$ cat config.mk
export PLATFORM = sky130hd
export DESIGN_NAME = vga_frame_reader
export DESIGN_NICKNAME = d
export VERILOG_FILES = /design/src/rtl/vga_frame_reader.sv
export SDC_FILE = /design/constraint.sdc
export NUM_CORES = 1
export LEC_CHECK = 0
export ABC_AREA = 1
export CORE_UTILIZATION = 59
export DETAILED_ROUTE_END_ITERATION = 12
export GPL_TIMING_DRIVEN = 0
export PLACE_DENSITY = 0.85
export SLEW_MARGIN = 30
export SYNTH_ARGS = -nofsm -noshare
export SYNTH_HDL_FRONTEND = slang
export SYNTH_SLANG_ARGS = --single-unit
export TNS_END_PERCENT = 1
$ cat constraint.sdc
create_clock -name clk -period 3.4 [get_ports clk]
set_input_delay 0.34 -clock clk [delete_from_list [all_inputs] [get_ports clk]]
set_output_delay 0.34 -clock clk [all_outputs]
set_load 0.01 [all_outputs]
$ cat src/rtl/vga_frame_reader.sv
// vga_frame_reader
//   Raster scan-out of the one-bit stopwatch frame buffer to a VGA monitor.
//   Generates the horizontal/vertical counters, drives a synchronous-read
//   address port into the frame buffer and produces registered hsync, vsync
//   and 12-bit RGB. It also flags vertical blanking and the frame wrap so the
//   digit drawer can confine its buffer updates to blanking.
//
// Ports
//   clk          rising-edge system clock
//   reset_n      asynchronous active-low reset
//   pix_en       pixel tick; all state advances only on clocks with pix_en=1
//   fb_rd_en     frame buffer read strobe (combinational)
//   fb_addr      frame buffer read address, y*H_ACTIVE+x
//   fb_data      read data (1=ON), valid from the clk after fb_rd_en
//   hsync/vsync  active-low syncs (registered)
//   rgb          {R,G,B} 4 bits each (registered)
//   video_on     rgb belongs to the visible area (registered)
//   vblank       scan position is in vertical blanking (registered)
//   frame_start  one-clk pulse after the counters wrap to (0,0)
module vga_frame_reader #(
  parameter int          H_ACTIVE   = 640,
  parameter int          H_FRONT    = 16,
  parameter int          H_SYNC     = 96,
  parameter int          H_BACK     = 48,
  parameter int          V_ACTIVE   = 480,
  parameter int          V_FRONT    = 10,
  parameter int          V_SYNC     = 2,
  parameter int          V_BACK     = 33,
  parameter int          ADDR_WIDTH = 19,
  parameter logic [11:0] FG_COLOR   = 12'hFFF,
  parameter logic [11:0] BG_COLOR   = 12'h000
) (
  input  logic                  clk,
  input  logic                  reset_n,
  input  logic                  pix_en,
  output logic                  fb_rd_en,
  output logic [ADDR_WIDTH-1:0] fb_addr,
  input  logic                  fb_data,
  output logic                  hsync,
  output logic                  vsync,
  output logic [11:0]           rgb,
  output logic                  video_on,
  output logic                  vblank,
  output logic                  frame_start
);

  localparam int H_TOTAL = H_ACTIVE + H_FRONT + H_SYNC + H_BACK;
  localparam int V_TOTAL = V_ACTIVE + V_FRONT + V_SYNC + V_BACK;
  localparam int HW      = $clog2(H_TOTAL);
  localparam int VW      = $clog2(V_TOTAL);

  localparam logic [HW-1:0] H_LAST    = HW'(H_TOTAL - 1);
  localparam logic [HW-1:0] H_ACT_END = HW'(H_ACTIVE);
  localparam logic [HW-1:0] HS_FIRST  = HW'(H_ACTIVE + H_FRONT);
  localparam logic [HW-1:0] HS_LAST   = HW'(H_ACTIVE + H_FRONT + H_SYNC - 1);
  localparam logic [VW-1:0] V_LAST    = VW'(V_TOTAL - 1);
  localparam logic [VW-1:0] V_ACT_END = VW'(V_ACTIVE);
  localparam logic [VW-1:0] VS_FIRST  = VW'(V_ACTIVE + V_FRONT);
  localparam logic [VW-1:0] VS_LAST   = VW'(V_ACTIVE + V_FRONT + V_SYNC - 1);

  logic [HW-1:0]         h_cnt_q, h_cnt_d;
  logic [VW-1:0]         v_cnt_q, v_cnt_d;
  logic [ADDR_WIDTH-1:0] addr_q, addr_d;
  logic                  hs1_q, hs1_d;
  logic                  vs1_q, vs1_d;
  logic                  act1_q, act1_d;
  logic                  hsync_q, hsync_d;
  logic                  vsync_q, vsync_d;
  logic [11:0]           rgb_q, rgb_d;
  logic                  video_on_q, video_on_d;
  logic                  vblank_q, vblank_d;
  logic                  frame_start_q, frame_start_d;

  logic active;
  logic h_last;
  logic v_last;
  logic hs_raw;
  logic vs_raw;

  always_comb begin
    active = (h_cnt_q < H_ACT_END) && (v_cnt_q < V_ACT_END);
    h_last = (h_cnt_q == H_LAST);
    v_last = (v_cnt_q == V_LAST);
    hs_raw = !((h_cnt_q >= HS_FIRST) && (h_cnt_q <= HS_LAST));
    vs_raw = !((v_cnt_q >= VS_FIRST) && (v_cnt_q <= VS_LAST));
  end

  always_comb begin
    h_cnt_d       = h_cnt_q;
    v_cnt_d       = v_cnt_q;
    addr_d        = addr_q;
    hs1_d         = hs1_q;
    vs1_d         = vs1_q;
    act1_d        = act1_q;
    hsync_d       = hsync_q;
    vsync_d       = vsync_q;
    rgb_d         = rgb_q;
    video_on_d    = video_on_q;
    vblank_d      = vblank_q;
    frame_start_d = 1'b0;

    if (pix_en) begin
      if (h_last) begin
        h_cnt_d = '0;
        v_cnt_d = v_last ? '0 : v_cnt_q + VW'(1);
      end else begin
        h_cnt_d = h_cnt_q + HW'(1);
      end

      // Row-major address advances only over visible pixels, so at every
      // visible (x,y) it already equals y*H_ACTIVE+x without a multiplier.
      if (h_last && v_last) begin
        addr_d = '0;
      end else if (active) begin
        addr_d = addr_q + ADDR_WIDTH'(1);
      end

      // Stage 1 lines sync/active up with the frame buffer read latency.
      hs1_d  = hs_raw;
      vs1_d  = vs_raw;
      act1_d = active;

      hsync_d    = hs1_q;
      vsync_d    = vs1_q;
      video_on_d = act1_q;
      // Blanking is forced black even when the background colour is not.
      rgb_d      = act1_q ? (fb_data ? FG_COLOR : BG_COLOR) : 12'h000;
      vblank_d   = (v_cnt_q >= V_ACT_END);

      frame_start_d = h_last && v_last;
    end
  end

  always_ff @(posedge clk or negedge reset_n) begin
    if (!reset_n) begin
      h_cnt_q       <= '0;
      v_cnt_q       <= '0;
      addr_q        <= '0;
      hs1_q         <= 1'b1;
      vs1_q         <= 1'b1;
      act1_q        <= 1'b0;
      hsync_q       <= 1'b1;
      vsync_q       <= 1'b1;
      rgb_q         <= 12'h000;
      video_on_q    <= 1'b0;
      vblank_q      <= 1'b0;
      frame_start_q <= 1'b0;
    end else begin
      h_cnt_q       <= h_cnt_d;
      v_cnt_q       <= v_cnt_d;
      addr_q        <= addr_d;
      hs1_q         <= hs1_d;
      vs1_q         <= vs1_d;
      act1_q        <= act1_d;
      hsync_q       <= hsync_d;
      vsync_q       <= vsync_d;
      rgb_q         <= rgb_d;
      video_on_q    <= video_on_d;
      vblank_q      <= vblank_d;
      frame_start_q <= frame_start_d;
    end
  end

  // Gated by reset_n so no read is issued while the block is held in reset.
  assign fb_rd_en    = pix_en && active && reset_n;
  assign fb_addr     = addr_q;
  assign hsync       = hsync_q;
  assign vsync       = vsync_q;
  assign rgb         = rgb_q;
  assign video_on    = video_on_q;
  assign vblank      = vblank_q;
  assign frame_start = frame_start_q;

endmodule

# ---- Yosys cells after proc, flatten, opt, wreduce, memory -nomap -nowiden
# Index checks and enable logic that the tools add are counted.
dict set report word_totals {
  register_bits 59
  latchBits 0
  ramBits 0
  romBits 0
  in_bits 4
  wordCells 42
  memories 0
}
dict set report classes {
  add_sub_neg 3
  multipliers 0
  n_div 0
  n_lt_le_gt_ge 7
  eq_ne 2
  n_shift 0
  muxes 7
  bitwise_logic 0
  n_reduce_logical 11
}
# op count
set ops {}
lappend ops {{19-bit 2-to-1 mux} 2}
lappend ops {{12-bit 2-to-1 mux} 2}
lappend ops {{10-bit by 1-bit adder with 10-bit output, second input constant} 2}
lappend ops {{10-bit equality test, second input constant} 2}
lappend ops {{10-bit by 9-bit greater-or-equal comparator with 1-bit output, second input constant} 2}
lappend ops {{10-bit 2-to-1 mux} 2}
lappend ops {{19-bit by 1-bit adder with 19-bit output, second input constant} 1}
lappend ops {{10-bit greater-or-equal comparator, second input constant} 1}
lappend ops {{10-bit <= comparator, second input constant} 1}
lappend ops {{10-bit by 9-bit <= comparator with 1-bit output, second input constant} 1}
lappend ops {{10-bit less-than comparator, second input constant} 1}
lappend ops {{10-bit by 9-bit less-than comparator with 1-bit output, second input constant} 1}
lappend ops {{1-bit logical AND} 6}
lappend ops {{2-bit AND reduction} 2}
lappend ops {{1-bit logical NOT} 2}
lappend ops {{2-bit nonzero test} 1}
lappend ops {{1-bit 2-to-1 mux} 1}

# ---- Depth between registers and ports, before layout
# Gate-level depths: netlist of run 1.
dict set report depth {
  word_depth 4
  depth_mapped 12
}

# ---- Worst setup path before layout of run 1
# Ideal clock, no wire load.
dict set report synth_path {
  kind {register to register}
  start {register v_cnt_q[0]}
  end {register addr_q[13], in the netlist fb_addr[13]}
  setup_ps 117
  arrival_ps 1480
  required_ps 3283
  slack_ps 1803
  path_stages_with_launch 12
  path_buffers 2
  cell_sequence {dfrtp_1 -> inv_1 -> ha_1 -> nand3_1 -> nor2_4 -> nand2_2 -> nand2_1 -> nand2_1 -> buf_6 -> buf_6 -> nand2_1 -> nand2_1}
}
dict set report synth_via {
  elab_chain_cells 4
}
# element line_no
set synth_rtl {}
lappend synth_rtl {{start, declared} 62} ;# logic [VW-1:0] v_cnt_q, v_cnt_d;
lappend synth_rtl {{start signal, assigned} 150} ;# v_cnt_q <= v_cnt_d;
lappend synth_rtl {{10-bit by 9-bit less-than comparator with 1-bit output or 10-bit equality test (tied branches)} {81, 83}}
lappend synth_rtl {{1-bit logical AND, on equally long branches} {81, 112}}
lappend synth_rtl {{2-bit nonzero test (no line)} --}
lappend synth_rtl {{2-bit AND reduction (no line)} --}
lappend synth_rtl {{end signal, assigned} 151} ;# addr_q <= addr_d;
lappend synth_rtl {{end, declared} 63} ;# logic [ADDR_WIDTH-1:0] addr_q, addr_d;
# Several ways; a longest one is shown, not always the timed one.
# A chain may end at the register's enable or synchronous reset.

# ---- Final worst setup path of run 1
dict set report layout_path {
  start {input pix_en}
  end {output fb_rd_en}
}
dict set report layout_via {
  elab_chain_cells 2
}
# element line_no
set layout_rtl {}
lappend layout_rtl {{start, declared} 35} ;# input logic pix_en,
lappend layout_rtl {{1-bit logical AND (2 in series)} 165} ;# assign fb_rd_en = pix_en && active && reset_n;
lappend layout_rtl {{end, declared} 36} ;# output logic fb_rd_en,
# Every way passes these cells.

==> flow_summary.rst, run 1 <==
.. list-table::
   :header-rows: 1

   * - Metric
     - Value
   * - Sink Count
     - 48
   * - Main area contributors after synthesis
     - dfrtp_1, nand2_1, nand3_1
   * - Clock insertion delay at the later pin of the skew report
     - 310 ps
   * - Hpwl dp
     - 4540 um
   * - Maximum clock insertion buffer count
     - 2
   * - Average vias per placed instance
     - 5.14
   * - Initial antenna violation count
     - 0
   * - CTS HTree Levels
     - 2
   * - Worst IR drop on VDD
     - 0.000257 V
   * - List of most frequent post-synthesis cells
     - nand2_1, dfrtp_1, inv_1, nor2_1, nand3_1
   * - Synth Flop Type
     - dfrtp_1
   * - Post-synth net total
     - 398
   * - Max Slew Vio Count
     - 0
   * - Final Hold Fails
     - 0
   * - Static leakage power
     - 1.59 nW
   * - Die outline width
     - 72.2 um
   * - Max_slew headroom
     - 0.598
   * - Number of iterations in the first detailed-routing pass
     - 4
   * - Wire length of the first global-routing pass
     - 10,600 um
   * - Fin crit share
     - 0.812
   * - Post-synthesis register bit count
     - 48
   * - Routed Antenna Nets
     - 0
   * - Instance count of the mapped netlist
     - 388
   * - Global route overflow
     - 0
   * - Synthesis warning total
     - 0
   * - Mean instance size in the synthesized netlist
     - 7.50 um^2
   * - Effective utilization at floorplan
     - 0.616
   * - Root cell of the clock tree
     - clkbuf_8
   * - Antenna fix cells
     - 0
   * - Routed length per instance
     - 12.2 um
   * - Final setup vio count
     - 0
   * - Layout Cells excl Fill
     - 503
   * - Largest net degree at the start of global routing
     - 50
   * - Area added between synthesis and finish
     - 19.4%
   * - Count of placed standard cells including taps
     - 495
   * - Cell area after placement
     - 3390 um^2
   * - Data arrival time of the worst path
     - 2420 ps
   * - I/O pin count
     - 41
   * - Vias after detailed routing
     - 2,587
   * - Placer's final routability congestion estimate
     - 0.911
   * - Count of flip-flops with a built-in enable after synthesis
     - 0
   * - Number of CTS-inserted buffers
     - 5
   * - # hold bufs at CTS
     - 0
   * - CTS tree
     - built
   * - Core region area
     - 4720 um^2
   * - Shortest clock period the worst path allows after layout
     - 2760 ps
   * - Tightest Pin Transition
     - 604 ps
   * - Maximum clock skew at final layout
     - 10.2 ps
   * - Post-synth ARST share
     - 1.00
   * - Max-capacitance violation count
     - 0
   * - Sequential fraction of the synthesis area
     - 0.415
   * - Post-route cell area
     - 3470 um^2
   * - P per Cell Area
     - 479 nW/um^2
   * - Number of gates resized after CTS
     - 0
   * - Synthesized area
     - 2910 um^2
   * - Detailed-route wire length
     - 6150 um
   * - Unique cell type count in the Yosys netlist
     - 37
   * - Worst slack after detailed placement
     - 611 ps
   * - Global routing met3 resource utilization
     - 0.0458
   * - Clock-pin slew reported for the worst setup and hold paths after clock tree synthesis
     - 90 ps
   * - Yosys top cell area share
     - 0.378
   * - Setup repair after global routing missed its margin
     - no
   * - Die Y-Extent
     - 72.2 um
   * - Met1 usage
     - 0.327
   * - Total GRT Usage
     - 0.260
   * - Number of flip-flops under the largest register name
     - 19
   * - Post-CTS Setup Bufs
     - 0
   * - Area enclosed by the die boundary
     - 5220 um^2
   * - Initial detailed-routing violation count
     - 145
   * - Endpoint type of the worst setup path
     - output port
   * - Critical path peak fanout
     - 10
   * - Required time of the worst setup path
     - 3060 ps
   * - Final net count
     - 445
   * - IO buf count
     - 40
   * - Site row count
     - 25
   * - Dominant cell by count in the synthesized netlist
     - nand2_1
   * - Via count of the first global-routing pass
     - 2,443
   * - Worst setup margin
     - 640 ps
   * - Peak Freq
     - 362 MHz
   * - Critical setup path kind
     - in2out
   * - Type of origin of the critical path
     - input port
   * - GRT met2 Usage
     - 0.447
   * - Worst min path class
     - in2async
   * - Outcome
     - completed
   * - Synth area leader
     - dfrtp_1
   * - Detailed-route DRC error count
     - 0
   * - Proportion of layout cells with a drive suffix above 1
     - 0.101
   * - GRT Max-Usage Layer
     - met2
[per-stage QoR]
step | util | TNS [ps] | power [mW] | hold WS, ps
floorplan | - | 0 | 1.12 | 44.4
global placement | 0.718 | -97.7 | 1.32 | 452
detailed placement | 0.718 | 0 | 1.34 | 395
CTS | 0.735 | 0 | 1.67 | 64.2
global route | 0.735 | 0 | 1.77 | 98.7
finish | 0.735 | 0 | 1.66 | 38.0
[critical path: stages]
cell and delay (ps):
clkdlybuf4s50_1 480, clkinv_1 320, nor3_1 390, nand2_1 220, nor2_1 130, clkdlybuf4s50_1 540
[layout by cell type, fill, tap and decap left out, types with 2 or more instances in the layout]
| cell type | count |
|---|---|
| buf_6 | 2 |
| dfrtp_1 | 44 |
| xor2_1 | 12 |
| nand2_1 | 114 |
| nor3_1 | 10 |
| o21bai_1 | 2 |
| ha_1 | 6 |
| buf_2 | 2 |
| clkdlybuf4s50_1 | 39 |
| o21ai_0 | 21 |
| clkbuf_1 | 4 |
| nor2_4 | 3 |
| nand4_1 | 10 |
| xnor2_1 | 2 |
| dfstp_2 | 4 |
| o21ai_2 | 4 |
| nand3_1 | 33 |
| inv_1 | 39 |
| a21oi_1 | 5 |
| clkbuf_8 | 5 |
| nor2_1 | 39 |
| or2_2 | 3 |
| buf_4 | 14 |
| nor2_2 | 2 |
| nand3b_1 | 2 |
[area by class of cell]
cell class / count / area (um^2)
well taps: 67 / 83.8
plain buffers: 19 / 138
fillers: 377 / 1250
clock inverters: 1 / 5.00
repair buffers: 40 / 398
flip-flops and latches: 48 / 1210
multi-input cells: 280 / 1410
inverters: 41 / 154
clock buffers: 7 / 76.3
[routing by layer]
metal	part of all wire	up-vias
li1	-	1326
met3	0.044	5
met4	0.015	0
met1	0.46	1197
met5	0	-
met2	0.48	59
[final timing paths]
path | startpoint | endpoint | slack (ps) | cells past startpoint
max | pix_en | fb_rd_en | 640 | 6
min | reset_n | v_cnt_q[1] | 40 | 1
max reg2reg | v_cnt_q[0] | fb_addr[16] | 1560 | 8
min reg2reg | hsync | hsync | 470 | 2
max in group asynchronous | reset_n | v_cnt_q[7] | 2960 | 1
min in group clk | hsync | hsync | 470 | 2
[power breakdown]
group / internal (mW) / switching (mW) / leakage [nW] / total [mW]
clock network: 0.145 / 0.193 / 0.0422 / 0.338
logic: 0.257 / 0.288 / 0.954 / 0.546
registers: 0.665 / 0.115 / 0.596 / 0.780
total: 1.07 / 0.596 / 1.59 / 1.66
[logic make-up (layout without fill, tap and decap cells)]
group / count (synthesis) / in the layout / share of synthesized area
AOI/OAI and AO/OA: 37 / 37 / 0.0740
xor gates and xnor gates: 14 / 14 / 0.0422
adders and majority gates: 6 / 6 / 0.0258
buffers and inverters: 60 / 108 / 0.100
DFF: 48 / 48 / 0.415
muxes: 1 / 1 / 0.00344
and+or+nand+nor: 222 / 222 / 0.340
No activity file was read; power rests on OpenSTA's default activity.
==> run 2, diff against run 1 <==
--- a/config.mk
+++ b/config.mk
@@ -6,10 +6,10 @@
 export NUM_CORES = 1
 export LEC_CHECK = 0
 export ABC_AREA = 1
-export CORE_UTILIZATION = 59
+export CORE_UTILIZATION = 50
 export DETAILED_ROUTE_END_ITERATION = 12
 export GPL_TIMING_DRIVEN = 0
-export PLACE_DENSITY = 0.85
+export PLACE_DENSITY = 0.77
 export SLEW_MARGIN = 30
 export SYNTH_ARGS = -nofsm -noshare
 export SYNTH_HDL_FRONTEND = slang
==> constraint.sdc (replaced) <==
create_clock -name clk -period 2.3 [get_ports clk]
set_input_delay 0.23 -clock clk [delete_from_list [all_inputs] [get_ports clk]]
set_output_delay 0.23 -clock clk [all_outputs]
set_load 0.01 [all_outputs]
==> run 2 against run 1 <==
  * Sequential share of layout area decreased by 0.51 points
  * Clock skew decreased by 2.2 ps
  * Non-clock buffer count increased by 1
  * Critical endpoint unchanged
  * Worst setup slack got worse by 510 ps
  * Register-to-register slack got worse by 1100 ps
  * Clock-buffer cell count decreased by 1
  * Highest routed layer unchanged
  * Core utilization decreased by 9.9 points
==> flow_summary.rst, run 2 (synthesis gave the netlist of run 1 again) <==
.. list-table::
   :header-rows: 1

   * - Metric
     - Value
   * - Outcome
     - completed
   * - Worst setup margin
     - 126 ps (-514 ps)
   * - Number of iterations in the first detailed-routing pass
     - 4 (unchanged)
   * - Antenna fix cells
     - 0 (unchanged)
   * - Detailed-route DRC error count
     - 0 (unchanged)
   * - Critical path cell sequence
     - inv_1 > nor3_4 > nor3_4 > nand2_1 > nor2_1 > clkdlybuf4s50_1
   * - Required time of the worst setup path
     - 2070 ps (-990 ps)
   * - Vias after detailed routing
     - 2,617 (+1.2%)
   * - Critical path buffer and inverter count
     - 2 (-1)
   * - Post-CTS Setup Bufs
     - 0 (unchanged)
   * - Die outline width
     - 78.3 um (+8.4%)
   * - Number of flip-flops under the largest register name
     - 19 (unchanged)
   * - Count of cells along the worst register-to-register path
     - 8 (unchanged)
   * - Final Hold Fails
     - 0 (unchanged)
   * - Met3 Routed Length
     - 285 um (+5.2%)
   * - Via count of the first global-routing pass
     - 2,403 (-1.6%)
   * - Peak Freq
     - 460 MHz
   * - Hpwl dp
     - 4610 um (+1.5%)
   * - Met1 wire length
     - 2980 um (+5.2%)
   * - Fin crit share
     - 0.945
   * - Routed length on met2
     - 2850 um (-3.5%)
   * - Initial detailed-routing violation count
     - 179 (+23%)
   * - Number of CTS-inserted buffers
     - 5 (unchanged)
   * - Logic gate share of total power
     - 0.324 (-0.004)
   * - CTS tree
     - built
   * - Clock group share of total power
     - 0.209 (+0.006)
   * - Final total negative setup slack
     - 0 ps (unchanged)
   * - CTS HTree Levels
     - 2 (unchanged)
   * - Worst setup path endpoint
     - fb_rd_en
   * - Final setup vio count
     - 0 (unchanged)
   * - Tightest Pin Transition
     - 493 ps (-111 ps)
   * - Area added between synthesis and finish
     - 21.1%
   * - Max Slew Vio Count
     - 0 (unchanged)
   * - Die Y-Extent
     - 78.3 um (+8.4%)
   * - Worst min path class
     - in2async
   * - Site row count
     - 27 (+8.0%)
   * - Cell repeated most along the worst path
     - nor3_4
   * - Max-capacitance violation count
     - 0 (unchanged)
   * - Critical setup path kind
     - reg2out
   * - Clock-pin slew reported for the worst setup and hold paths after clock tree synthesis
     - 90 ps (about the same)
   * - Sink Count
     - 48 (unchanged)
   * - CP max-delay cell
     - clkdlybuf4s50_1
   * - Initial antenna violation count
     - 0 (unchanged)
   * - Maximum clock insertion buffer count
     - 2 (unchanged)
   * - Top routing layer used
     - met4
   * - Data arrival time of the worst path
     - 1940 ps (-480 ps)
   * - Endpoint of the lowest-slack register-to-register path
     - fb_addr[16]
   * - Launching point of the worst reg2reg path
     - v_cnt_q[0]
   * - Setup slack, reg-to-reg
     - 470 ps (-1090 ps)
   * - Crit path from
     - v_cnt_q[5]
   * - Fraction of power consumed by sequential logic
     - 0.466 (-0.003)
   * - Core region area
     - 5540 um^2 (+17%)
   * - Delay of the slowest cell on the worst path
     - 540 ps (about the same)
   * - Endpoint type of the worst setup path
     - output port
   * - Setup repair after global routing missed its margin
     - no
   * - P per Cell Area
     - 706 nW/um^2 (+47%)
   * - Area enclosed by the die boundary
     - 6130 um^2 (+17%)
   * - Average vias per placed instance
     - 5.14 (about the same)
   * - Critical path peak fanout
     - 5 (-5)
   * - Final net count
     - 446 (+0.22%)
   * - Routed length per instance
     - 12.1 um (-0.87%)
   * - Shortest clock period the worst path allows after layout
     - 2170 ps
   * - Maximum clock skew at final layout
     - 8.09 ps (-2.16 ps)
   * - Root cell of the clock tree
     - clkbuf_8
   * - Max_slew headroom
     - 0.669 (+0.0712)
   * - Most frequent standard cell in the layout excluding fill and tap cells
     - nand2_1
   * - Switching power of the nets
     - 0.881 mW (+48%)
   * - I/O pin count
     - 41 (unchanged)
   * - Largest net degree at the start of global routing
     - 50 (unchanged)
   * - Sw Ratio
     - 0.354 (-0.00435)
   * - Clock insertion delay at the later pin of the skew report
     - 300 ps (about the same)
   * - Count of cell instances traversed by the critical path
     - 6 (unchanged)
   * - Most used cells in the layout excluding fill and tap cells
     - nand2_1, dfrtp_1, inv_1, nor2_1, clkdlybuf4s50_1
   * - Wire length of the first global-routing pass
     - 10,900 um (+2.7%)
   * - Proportion of layout cells with a drive suffix above 1
     - 0.110 (+0.00892)
   * - Effective utilization at floorplan
     - 0.525 (-0.0908)
   * - Placer's final routability congestion estimate
     - 0.888 (-2.5%)
   * - Type of origin of the critical path
     - flop
   * - Static leakage power
     - 1.61 nW (+1.1%)
   * - Global route overflow
     - 0 (unchanged)
   * - Worst IR drop on VDD
     - 0.000410 V (+59%)
   * - Routed Antenna Nets
     - 0 (unchanged)
   * - Detailed-route wire length
     - 6170 um (+0.31%)
   * - Worst slack after detailed placement
     - -251 ps (-862 ps)
   * - Internal power summed over all cells
     - 1.61 mW (+51%)
   * - Total GRT Usage
     - 0.223 (-0.0372)
   * - CP top delay family
     - buffers and inverters
   * - IO buf count
     - 40 (unchanged)
   * - Fillcell total
     - 481 (+28%)
run 2: per-stage QoR:
step | hold slack [ps] | cells | power, mW | instance area, um^2 | utilization
finish | 420 | 509 | 2.49 | 3520 | 0.636
global route | 458 | 509 | 2.67 | 3520 | 0.636
CTS | 468 | 509 | 2.51 | 3510 | 0.633
detailed placement | 287 | 500 | 1.98 | 3400 | 0.613
global placement | 452 | 500 | 1.96 | 3400 | 0.614
floorplan | -65.6 | 388 | 1.66 | 2910 | -
run 2: final cells by class:
type	count	area [um^2]	area share
plain buffers	19	138	0.0391
clock buffers	6	82.6	0.0234
clock inverters	2	10.0	0.00284
inverters	41	156	0.0444
multi-input cells	280	1430	0.406
flip-flops and latches	48	1210	0.342
well taps	72	90.1	0.0256
repair buffers	41	412	0.117
run 2: layer usage:
metal,up-vias,GRT usage
li1,1329,-
met1,1222,0.304
met2,61,0.364
met3,5,0.0395
met4,0,0.0593
met5,-,0
run 2: repair_timing:
| item | CTS | global route |
|---|---|---|
| hold buffers | 1 | 0 |
| endpoints found under the hold margin | 44 | 0 |
| gates resized for setup | 2 | 4 |
| setup endpoints to repair | 1 | 1 |
run 2: worst min path at each step:
stage | from | to | slack [ps] | cells past startpoint
after floorplan | reset_n | act1_q | -70 | 0
after global placement | hsync | hsync | 450 | 2
after detailed placement | reset_n | h_cnt_q[6] | 290 | 1
after CTS | fb_data | rgb[10] | 470 | 3
after global routing | reset_n | h_cnt_q[6] | 460 | 2
final | reset_n | fb_addr[2] | 420 | 2
run 2: power by group through the flow:
stage,combinational [mW],clock (mW),sequential (mW)
floorplan,0.502,0,1.16
global placement,0.788,0,1.17
detailed placement,0.807,0,1.17
CTS,0.812,0.540,1.16
global route,0.912,0.563,1.19
finish,0.807,0.521,1.16
run 2: worst reg2reg max path, cell delays in order, from the launching register on:
cell	delay, ps
dfrtp_1	440
inv_1	110
ha_1	210
nand3_1	120
nor2_4	70
nand2_2	100
clkbuf_1	390
nand3_1	160
o21ai_2	160
